`src/rtl/iir_sched_pkg.sv`:
```
// Shared definitions for the IIR MAC scheduler slice.
//   - Default channel count and sample width.
//   - FSM state encoding.
//   - Width helper for channel index signals.
package iir_sched_pkg;

  localparam int unsigned DEF_NCH = 4;
  localparam int unsigned DEF_W   = 4;

  typedef enum logic [1:0] {
    ST_IDLE = 2'd0,
    ST_MUL  = 2'd1,
    ST_OUT  = 2'd2
  } state_t;

  // Width of a channel index; never narrower than one bit.
  function automatic int unsigned ch_idx_w(input int unsigned n);
    return (n < 2) ? 1 : $clog2(n);
  endfunction

endpackage

```
`src/rtl/iir_mac_scheduler_rr_arbiter.sv`:
```
// Combinational round-robin arbiter.
//   req_i : request vector, one bit per channel
//   ptr_i : channel holding highest priority this cycle
//   gnt_o : one-hot grant (all zero when no request)
//   idx_o : encoded index of the granted channel
//   any_o : at least one request is present
module rr_arbiter
  import iir_sched_pkg::*;
#(
  parameter int unsigned NCH = DEF_NCH,
  localparam int unsigned CW = ch_idx_w(NCH)
) (
  input  logic [NCH-1:0] req_i,
  input  logic [CW-1:0]  ptr_i,
  output logic [NCH-1:0] gnt_o,
  output logic [CW-1:0]  idx_o,
  output logic           any_o
);

  always_comb begin
    int unsigned c;
    logic [CW-1:0] ci;
    gnt_o = '0;
    idx_o = '0;
    any_o = 1'b0;
    c     = 0;
    ci    = '0;
    // Scan upward from the pointer with wrap; first requester wins.
    for (int unsigned k = 0; k < NCH; k++) begin
      c = 32'(ptr_i) + k;
      if (c >= NCH) c = c - NCH;
      ci = CW'(c);
      if (!any_o && req_i[ci]) begin
        any_o     = 1'b1;
        gnt_o[ci] = 1'b1;
        idx_o     = ci;
      end
    end
  end

endmodule

```
`src/rtl/iir_mac_scheduler.sv`:
```
// Shares one external W x W signed multiplier across NCH first-order IIR
// channels, y[n] = x[n] + a * y[n-1], wrapping to W bits.
//   clk, rst            : clock, synchronous active-high reset
//   x_valid/x_data      : per-channel sample requests (held until accepted)
//   x_ready             : one-hot accept strobe, IDLE only
//   cfg_we/cfg_ch/cfg_a : coefficient write port, effective at the edge
//   mul_a/mul_b/mul_p   : external combinational multiplier connection
//   out_valid/out_ready : result handshake, out_ch/out_y held while stalled
module iir_mac_scheduler
  import iir_sched_pkg::*;
#(
  parameter int unsigned NCH = DEF_NCH,
  parameter int unsigned W   = DEF_W
) (
  input  logic                       clk,
  input  logic                       rst,
  input  logic [NCH-1:0]             x_valid,
  input  logic [NCH*W-1:0]           x_data,
  output logic [NCH-1:0]             x_ready,
  input  logic                       cfg_we,
  input  logic [ch_idx_w(NCH)-1:0]   cfg_ch,
  input  logic [W-1:0]               cfg_a,
  output logic [W-1:0]               mul_a,
  output logic [W-1:0]               mul_b,
  input  logic [2*W-1:0]             mul_p,
  output logic                       out_valid,
  input  logic                       out_ready,
  output logic [ch_idx_w(NCH)-1:0]   out_ch,
  output logic [W-1:0]               out_y
);

  localparam int unsigned CW = ch_idx_w(NCH);

  state_t        state_q, state_d;
  logic [CW-1:0] rr_ptr_q, rr_ptr_d;
  logic [CW-1:0] ch_q, ch_d;
  logic [W-1:0]  x_q, x_d;
  logic [W-1:0]  y_q, y_d;
  logic [W-1:0]  coef_q   [NCH];
  logic [W-1:0]  ystate_q [NCH];

  logic [W-1:0]  xs [NCH];
  logic [NCH-1:0] gnt;
  logic [CW-1:0] gnt_idx;
  logic          gnt_any;
  logic          accept;
  logic [W-1:0]  y_new;
  logic          unused_p_hi;

  always_comb begin
    for (int unsigned i = 0; i < NCH; i++) begin
      xs[i] = x_data[i*W +: W];
    end
  end

  rr_arbiter #(.NCH(NCH)) u_arb (
    .req_i (x_valid),
    .ptr_i (rr_ptr_q),
    .gnt_o (gnt),
    .idx_o (gnt_idx),
    .any_o (gnt_any)
  );

  // Reset gates the strobe so a requester never sees a transfer that the
  // reset edge will discard.
  assign accept  = (state_q == ST_IDLE) && gnt_any && !rst;
  assign x_ready = accept ? gnt : '0;

  // Only the low W product bits contribute; the add wraps.
  assign y_new       = x_q + mul_p[W-1:0];
  assign unused_p_hi = ^mul_p[2*W-1:W];

  always_comb begin
    state_d  = state_q;
    rr_ptr_d = rr_ptr_q;
    ch_d     = ch_q;
    x_d      = x_q;
    y_d      = y_q;
    unique case (state_q)
      ST_IDLE: begin
        if (gnt_any) begin
          ch_d     = gnt_idx;
          x_d      = xs[gnt_idx];
          rr_ptr_d = (gnt_idx == CW'(NCH - 1)) ? '0 : gnt_idx + CW'(1);
          state_d  = ST_MUL;
        end
      end
      ST_MUL: begin
        y_d     = y_new;
        state_d = ST_OUT;
      end
      ST_OUT: begin
        if (out_ready) state_d = ST_IDLE;
      end
      default: state_d = ST_IDLE;
    endcase
  end

  always_ff @(posedge clk) begin
    if (rst) begin
      state_q  <= ST_IDLE;
      rr_ptr_q <= '0;
      ch_q     <= '0;
      x_q      <= '0;
      y_q      <= '0;
      for (int unsigned i = 0; i < NCH; i++) begin
        coef_q[i]   <= '0;
        ystate_q[i] <= '0;
      end
    end else begin
      state_q  <= state_d;
      rr_ptr_q <= rr_ptr_d;
      ch_q     <= ch_d;
      x_q      <= x_d;
      y_q      <= y_d;
      // Out-of-range cfg_ch matches no channel and is dropped. A write to the
      // channel in MUL lands at the same edge the product is consumed, so the
      // current sample still sees the old coefficient.
      for (int unsigned i = 0; i < NCH; i++) begin
        if (cfg_we && (cfg_ch == CW'(i))) coef_q[i] <= cfg_a;
        if ((state_q == ST_MUL) && (ch_q == CW'(i))) ystate_q[i] <= y_new;
      end
    end
  end

  assign mul_a     = (state_q == ST_MUL) ? coef_q[ch_q]   : '0;
  assign mul_b     = (state_q == ST_MUL) ? ystate_q[ch_q] : '0;
  assign out_valid = (state_q == ST_OUT);
  assign out_ch    = ch_q;
  assign out_y     = y_q;

endmodule

```
`config.mk`:
```
export PLATFORM = sky130hd
export DESIGN_NAME = iir_mac_scheduler
export DESIGN_NICKNAME = d
export VERILOG_FILES = /design/src/rtl/iir_sched_pkg.sv /design/src/rtl/iir_mac_scheduler_rr_arbiter.sv /design/src/rtl/iir_mac_scheduler.sv
export SDC_FILE = /design/constraint.sdc
export NUM_CORES = 1
export LEC_CHECK = 0
export CAP_MARGIN = 20
export CORE_MARGIN = 2
export CORE_UTILIZATION = 50
export DETAILED_ROUTE_END_ITERATION = 16
export PLACE_DENSITY_LB_ADDON = 0.05
export SYNTH_ARGS = -nofsm -noshare
export SYNTH_HDL_FRONTEND = slang
export SYNTH_SLANG_ARGS = --single-unit
```
`constraint.sdc`:
```
create_clock -name clk -period 4.9 [get_ports clk]
set_clock_uncertainty 0.15 [all_clocks]
set_input_delay 0.49 -clock clk [delete_from_list [all_inputs] [get_ports clk]]
set_output_delay 0.49 -clock clk [all_outputs]
set_load 0.01 [all_outputs]
```
==> flow_summary_export.csv, run 1 <==
group,metric,value,unit
synth,synth.most_common_cell,"nor2_1",
setup_path,worst-setup-path-type,"register to output port",
final_layout,area_delta_synth_final,21.6,%
clocking,htreeDepth,2,
final_layout,regArea,0.00128,mm²
worst_hold_path,holdPathEnd,"out_y[0]",
grt,grt_pass1_vias,2231,
placement,hpwl,4900,µm
setup_path,worstPathRequired,4.26,ns
detailed_routing,wl,6550,µm
timing,fin_crit_sh,82.2,%
clocking,clock_insertion_delay_worst_skew,0.30,ns
floorplanning,fp.dieH,80.7,µm
status,status,"finished, final reports clean",
setup_path,reg2reg_from,"rr_ptr_q[0]",
clocking,cts_made_buffers,5,
timing,slew_violations,0,
setup_path,ff2ff_setup_slack,1.57,ns
detailed_routing,dr.pass1.iters,4,
detailed_routing,drtIter0Drc,138,
clocking,path_clk_slew,0.09,ns
detailed_routing,antenna_left,0,
worst_hold_path,min_from,"out_y[0]",
clocking,postCtsHoldBufs,0,
clocking,cts_resized,0,
final_layout,n_fill_cell,517,
job,cap_violations,0,
synth,syn-num-nets,338,
detailed_routing,wl_per_cell,16.1,µm
synth,synth_edf_count,32,
floorplanning,initial_core_util,52.4,%
clocking,post_cts_buffers,0,
synth,yosysTopAreaCellShare,32.7,%
synth,syn_area_per_cell,10.2,µm²
timing,fin_setup_tns,0,ns
synth,seq_area_frac_synth,43.6,%
floorplanning,io-pin-count,57,
setup_path,path_max_fanout,26,
synth,synth_area_leader_cell,"edfxtp_1",
setup_path,r2r_cells,10,
timing,layout_setup_ws,0.873,ns
clocking,cts_buffer_depth,2,
final_layout,multi_input_area,0.00153,mm²
grt,grt_first_pass_wirelength,10900,µm
timing,min_period,4.03,ns
worst_hold_path,hold_depth,2,
synth,ys_types,53,
detailed_routing,vias,2349,
setup_path,reg2reg_to,"x_q[2]",
clocking,clockRootBuffer,"clkbuf_8",
floorplanning,row_count,27,
setup_path,endpoint_kind,"output port",
synth,syn_area,0.00294,mm²
detailed_routing,viasPerCell,5.77,
pwr,ir_drop,249,µV
timing,slew_headroom,44.0,%
final_layout,num_antenna_cells,0,
grt,antenna_found_initial,0,
synth,synth-warning-count,0,
pwr,pwr_density_cell,413,mW/mm²
timing,fmax,0.248,GHz
pwr,p_leak,0.00133,µW
synth,ys_seq_elements,48,
placement,gp_congestion,0.804,
grt,grt_max_degree,27,
synth,yosys-top-cells-area,"edfxtp_1 (33%), dfxtp_1 (11%), mux4_2 (8.4%)",
timing,setup_violations,0,
floorplanning,fp.dieArea,0.00651,mm²
synth,synthArstFlopShare,0,%
setup_path,cp.arrival,3.39,ns
placement,pre_cts_ws,1.24,ns
floorplanning,die_w,80.7,µm
clocking,clock_sinks,48,
final_layout,drive_gt1_share,7.46,%
grt,track_usage,21.9,%
timing,tightest_slew,0.833,ns
detailed_routing,drcViolationCount,0,
grt,overflow,0,
synth,synth_ff_type,"edfxtp_1",
clocking,cts_tree,"built",
placement,io_buffers,52,
floorplanning,core,0.00561,mm²
synth,netlist_instances,289,
timing,rsz0062_at_grt,"no",
timing,hold_violations,0,
synth,synth_commonest_cells,"nor2_1 (41), edfxtp_1 (32), and2_1 (25)",
final_layout,fin_nets,383,
setup_path,cp-start-kind,"register",
worst_hold_path,holdCritPathClass,"register to register",
-- stage by stage --
| stage | util [%] | instances | hold WS (ns) | power, µW | area (µm²) |
|---|---|---|---|---|---|
| detailed placement | 62.3 | 399 | 0.310 | 1260 | 3490 |
| finish | 63.7 | 407 | 0.325 | 1480 | 3570 |
| global route | 63.7 | 407 | 0.355 | 1590 | 3570 |
| floorplan | - | 289 | 0.297 | 1060 | 2940 |
| global placement | 62.3 | 399 | 0.305 | 1250 | 3490 |
| CTS | 63.7 | 407 | 0.323 | 1480 | 3570 |
-- worst max path at each step --
| stage | startpoint | end | slack [ns] | cells past startpoint |
|---|---|---|---|---|
| 3_3_place_gp | rr_ptr_q[0] | x_ready[1] | 1.24 | 10 |
| 6_report | rr_ptr_q[0] | x_ready[3] | 0.87 | 10 |
| 3_5_place_dp | rr_ptr_q[0] | x_ready[3] | 1.24 | 10 |
| 5_1_grt | rr_ptr_q[0] | x_ready[1] | 0.62 | 10 |
| 2_1_floorplan | rr_ptr_q[0] | x_q[3] | 1.96 | 10 |
| 4_1_cts | rr_ptr_q[0] | x_ready[3] | 0.88 | 10 |
-- power breakdown --
| group | internal (µW) | switching, µW | total (µW) |
|---|---|---|---|
| clock | 100 | 127 | 227 |
| sequential | 495 | 66.1 | 561 |
| combinational | 328 | 359 | 687 |
| total | 923 | 553 | 1480 |
-- state kept, by name, summed over array words and instances, names as in the netlist, named ones only --
name / count
ystate_q: 16
x_q: 4
coef_q: 16
out_y: 4
out_ch: 2
state_q: 2
rr_ptr_q: 2
-- final cells by class --
| cell class | instances | share of cell area (%) |
|---|---|---|
| Inverter | 12 | 1.26 |
| Clock inverter | 1 | 0.140 |
| Sequential cell | 48 | 35.8 |
| Timing Repair Buffer | 55 | 15.2 |
| Clock buffer | 7 | 2.14 |
| Multi-Input combinational cell | 212 | 42.9 |
| Tap cell | 72 | 2.52 |
-- cells by family after synthesis --
group / synth area share [%]
compound gates: 13.6
xor+xnor: 1.19
fa+ha+maj: 4.94
buf+inv: 4.25
flops: 43.6
mux: 11.8
simple gates: 20.6
-- per-layer routing --
| layer | routed length, µm | track usage (%) | share of wire, % | vias to the layer above |
|---|---|---|---|---|
| met5 | 0 | 0 | 0 | - |
| met2 | 3540 | 39.0 | 54 | 64 |
| li1 | - | - | - | 1147 |
| met3 | 203 | 2.81 | 3.1 | 6 |
| met4 | 92 | 7.29 | 1.4 | 0 |
| met1 | 2710 | 27.3 | 41 | 1132 |
-- cells in the final DEF (no fill, tap or decap), types with 2 or more instances in the layout --
cell / netlist / routed
mux4_2: 11 / 11
ha_1: 10 / 10
a21oi_1: 7 / 7
nor2_1: 41 / 41
a211oi_2: 2 / 2
xor2_1: 2 / 2
clkbuf_1: 8 / 2
nand2_1: 24 / 24
buf_4: 0 / 3
nor3_1: 2 / 2
edfxtp_1: 32 / 32
clkdlybuf4s50_1: 0 / 52
o211ai_1: 6 / 6
o21ai_0: 7 / 7
inv_1: 12 / 12
nand3b_1: 3 / 3
and2_1: 25 / 25
a22oi_1: 5 / 5
nor2b_1: 6 / 6
xnor2_1: 2 / 2
a211o_1: 2 / 2
nand3_1: 9 / 9
a221oi_1: 5 / 5
a221o_1: 4 / 4
clkbuf_8: 0 / 5
dfxtp_1: 16 / 16
mux2i_1: 10 / 10
nand2b_1: 4 / 4
-- critical path, cell delays in order (launching register included) --
cell and delay, ns:
dfxtp_1 0.31, buf_4 0.28, inv_1 0.23, ha_1 0.55
mux4_2 0.44, nor2b_1 0.32, a22oi_1 0.12, nor2_1 0.11
a221oi_1 0.06, nor2_1 0.12, clkdlybuf4s50_1 0.54
Note: power is estimated with default switching activity, not from simulation.
==> inputs of run 2 (changes only) <==
--- a/config.mk
+++ b/config.mk
@@ -7,7 +7,7 @@
 export LEC_CHECK = 0
 export CAP_MARGIN = 20
 export CORE_MARGIN = 2
-export CORE_UTILIZATION = 50
+export CORE_UTILIZATION = 47
 export DETAILED_ROUTE_END_ITERATION = 16
 export PLACE_DENSITY_LB_ADDON = 0.05
 export SYNTH_ARGS = -nofsm -noshare
==> constraint.sdc (replaced) <==
create_clock -name clk -period 3.4 [get_ports clk]
set_clock_uncertainty 0.15 [all_clocks]
set_input_delay 0.34 -clock clk [delete_from_list [all_inputs] [get_ports clk]]
set_output_delay 0.34 -clock clk [all_outputs]
set_load 0.01 [all_outputs]
==> flow_summary_export.csv, run 2 (synthesis gave the netlist of run 1 again) <==
group,metric,value,unit
floorplanning,initial_core_util,49.1,%
clocking,path_clk_slew,0.08,ns
detailed_routing,wl,6550,µm
setup_path,worst-setup-path-type,"register to output port",
clocking,cts_buffer_depth,2,
floorplanning,io-pin-count,57,
detailed_routing,drtIter0Drc,156,
job,cap_violations,0,
final_layout,top_regs,"coef_q (16), ystate_q (16)",
timing,slew_violations,0,
pwr,p_leak,0.00139,µW
timing,min_period,3.16,ns
pwr,ir_drop,408,µV
grt,grt_first_pass_wirelength,11200,µm
timing,tightest_slew,0.734,ns
placement,pre_cts_ws,-0.0235,ns
grt,track_usage,19.8,%
worst_hold_path,holdCritPathClass,"register to register",
timing,layout_setup_ws,0.235,ns
timing,slew_headroom,50.5,%
setup_path,reg2reg_to,"x_q[0]",
setup_path,crit_path_top_delay_cell,"clkdlybuf4s50_1",
final_layout,postLayoutCoreUtil,61.1,%
setup_path,cp-start-kind,"register",
final_layout,drive_gt1_share,10.8,%
setup_path,max_stage_delay,0.48,ns
timing,hold_violations,0,
floorplanning,row_count,28,
detailed_routing,viasPerCell,5.69,
final_layout,area_delta_synth_final,24.5,%
pwr,pwr_density_cell,595,mW/mm²
placement,io_buffers,52,
setup_path,r2r_cells,6,
grt,overflow,0,
setup_path,worstPathRequired,2.91,ns
floorplanning,fp.dieArea,0.00690,mm²
final_layout,final_common_cell,"clkdlybuf4s50_1",
clocking,clock_sinks,48,
clocking,cts_tree,"built",
placement,place.detailed.instances,411,
detailed_routing,drcViolationCount,0,
detailed_routing,dr.pass1.iters,5,
final_layout,multi_input_area,0.00155,mm²
final_layout,num_antenna_cells,0,
floorplanning,core,0.00599,mm²
placement,hpwl,4930,µm
setup_path,path_cells,"inv_1 > ha_1 > buf_4 > and3b_1 > o211ai_1 > nand3_2 > a221oi_1 > nor2_1 > clkdlybuf4s50_1",
setup_path,ff2ff_setup_slack,0.68,ns
setup_path,path_max_fanout,10,
detailed_routing,antenna_left,0,
final_layout,fin_nets,392,
grt,grt_pass1_vias,2387,
timing,fin_crit_sh,93.1,%
setup_path,reg2reg_from,"rr_ptr_q[0]",
final_layout,fin_cells,419,
setup_path,cp.arrival,2.67,ns
final_layout,regArea,0.00128,mm²
clocking,clockRootBuffer,"clkbuf_8",
clocking,cts_made_buffers,5,
timing,fin_setup_tns,0,ns
placement,gp_congestion,0.808,
final_layout,n_fill_cell,550,
final_layout,final_cell_mix,"clkdlybuf4s50_1 (52), nor2_1 (41), edfxtp_1 (32)",
timing,setup_violations,0,
timing,fmax,0.316,GHz
floorplanning,die_w,83.1,µm
grt,grt_max_degree,24,
setup_path,worstSetupEndpoint,"x_ready[0]",
status,status,"finished, final reports clean",
detailed_routing,vias,2384,
setup_path,endpoint_kind,"output port",
timing,rsz0062_at_grt,"no",
grt,antenna_found_initial,0,
detailed_routing,wl_per_cell,15.6,µm
floorplanning,fp.dieH,83.1,µm
pwr,p_total,2180,µW
clocking,htreeDepth,2,
worst_hold_path,min_from,"x_q[0]",
setup_path,critPathLaunch,"rr_ptr_q[1]",
clocking,clock_insertion_delay_worst_skew,0.30,ns
==> run 2: changes by cell type in the layout (fill, tap and decap cells not counted) <==
cell	change
buf_4	+9
dfxtp_1	-1
dfxtp_2	+1
nand3_1	-1
nand3_2	+1
nor2b_1	-1
nor2b_4	+1
==> run 2: through the flow <==
| stage | area, µm² | hold slack, ns |
|---|---|---|
| 2_1_floorplan | 2940 | 0.297 |
| 3_5_place_dp | 3560 | 0.318 |
| 5_1_grt | 3660 | 0.378 |
| 3_3_place_gp | 3560 | 0.303 |
| 4_1_cts | 3650 | 0.343 |
| 6_report | 3660 | 0.334 |
==> run 2: layout make-up <==
type / count / area share, %
multi-input combinational: 212 / 42.3
sequential: 48 / 35.0
timing repair buffer: 64 / 16.7
tap: 75 / 2.56
clock buffer: 7 / 2.09
inverter: 12 / 1.23
clock inverter: 1 / 0.137
==> run 2: timing repair <==
action,in CTS,in global routing
setup endpoints to repair,4,4
setup buffers,0,0
hold buffers,0,0
resized for setup,1,3
==> run 2: how the worst min path moves through the flow <==
stage                to  slack (ns)  cells past startpoint
6_report         x_q[0]        0.33                      2
4_1_cts          x_q[0]        0.34                      2
3_5_place_dp   out_y[0]        0.32                      2
2_1_floorplan    x_q[0]        0.30                      2
3_3_place_gp   out_y[0]        0.30                      2
5_1_grt          x_q[0]        0.38                      2
==> run 2: worst max-delay path, delay by kind of cell, from the launching register on <==
kind / cells / cell delay, ns
adders and majority gates: 1 / 0.31
and+or+nand+nor: 3 / 0.41
DFF: 1 / 0.34
AOI/OAI and AO/OA: 2 / 0.56
buffers and inverters: 3 / 0.76
==> run 2: report_power, final <==
| part | switching (µW) | total, µW | internal, µW |
|---|---|---|---|
| registers | 77.9 | 792 | 714 |
| clock network | 179 | 323 | 145 |
| logic | 558 | 1060 | 505 |
| total | 815 | 2180 | 1360 |
==> run 2: per-layer routing <==
layer  track usage, %  share of wire (%)
met5                0                  0
met4             7.75                2.2
met3             2.58                3.6
met2             35.9                 52
met1             23.6                 42
==> inputs of run 3 (changes only) <==
--- a/config.mk
+++ b/config.mk
@@ -5,6 +5,7 @@
 export SDC_FILE = /design/constraint.sdc
 export NUM_CORES = 1
 export LEC_CHECK = 0
+export ABC_CLOCK_PERIOD_IN_PS = 3400
 export CAP_MARGIN = 20
 export CORE_MARGIN = 2
 export CORE_UTILIZATION = 47
@@ -13,3 +14,4 @@
 export SYNTH_ARGS = -nofsm -noshare
 export SYNTH_HDL_FRONTEND = slang
 export SYNTH_SLANG_ARGS = --single-unit
+export TNS_END_PERCENT = 50
==> results of run 3 <==
Final layout, timing and power as in run 2 (identical DEF).
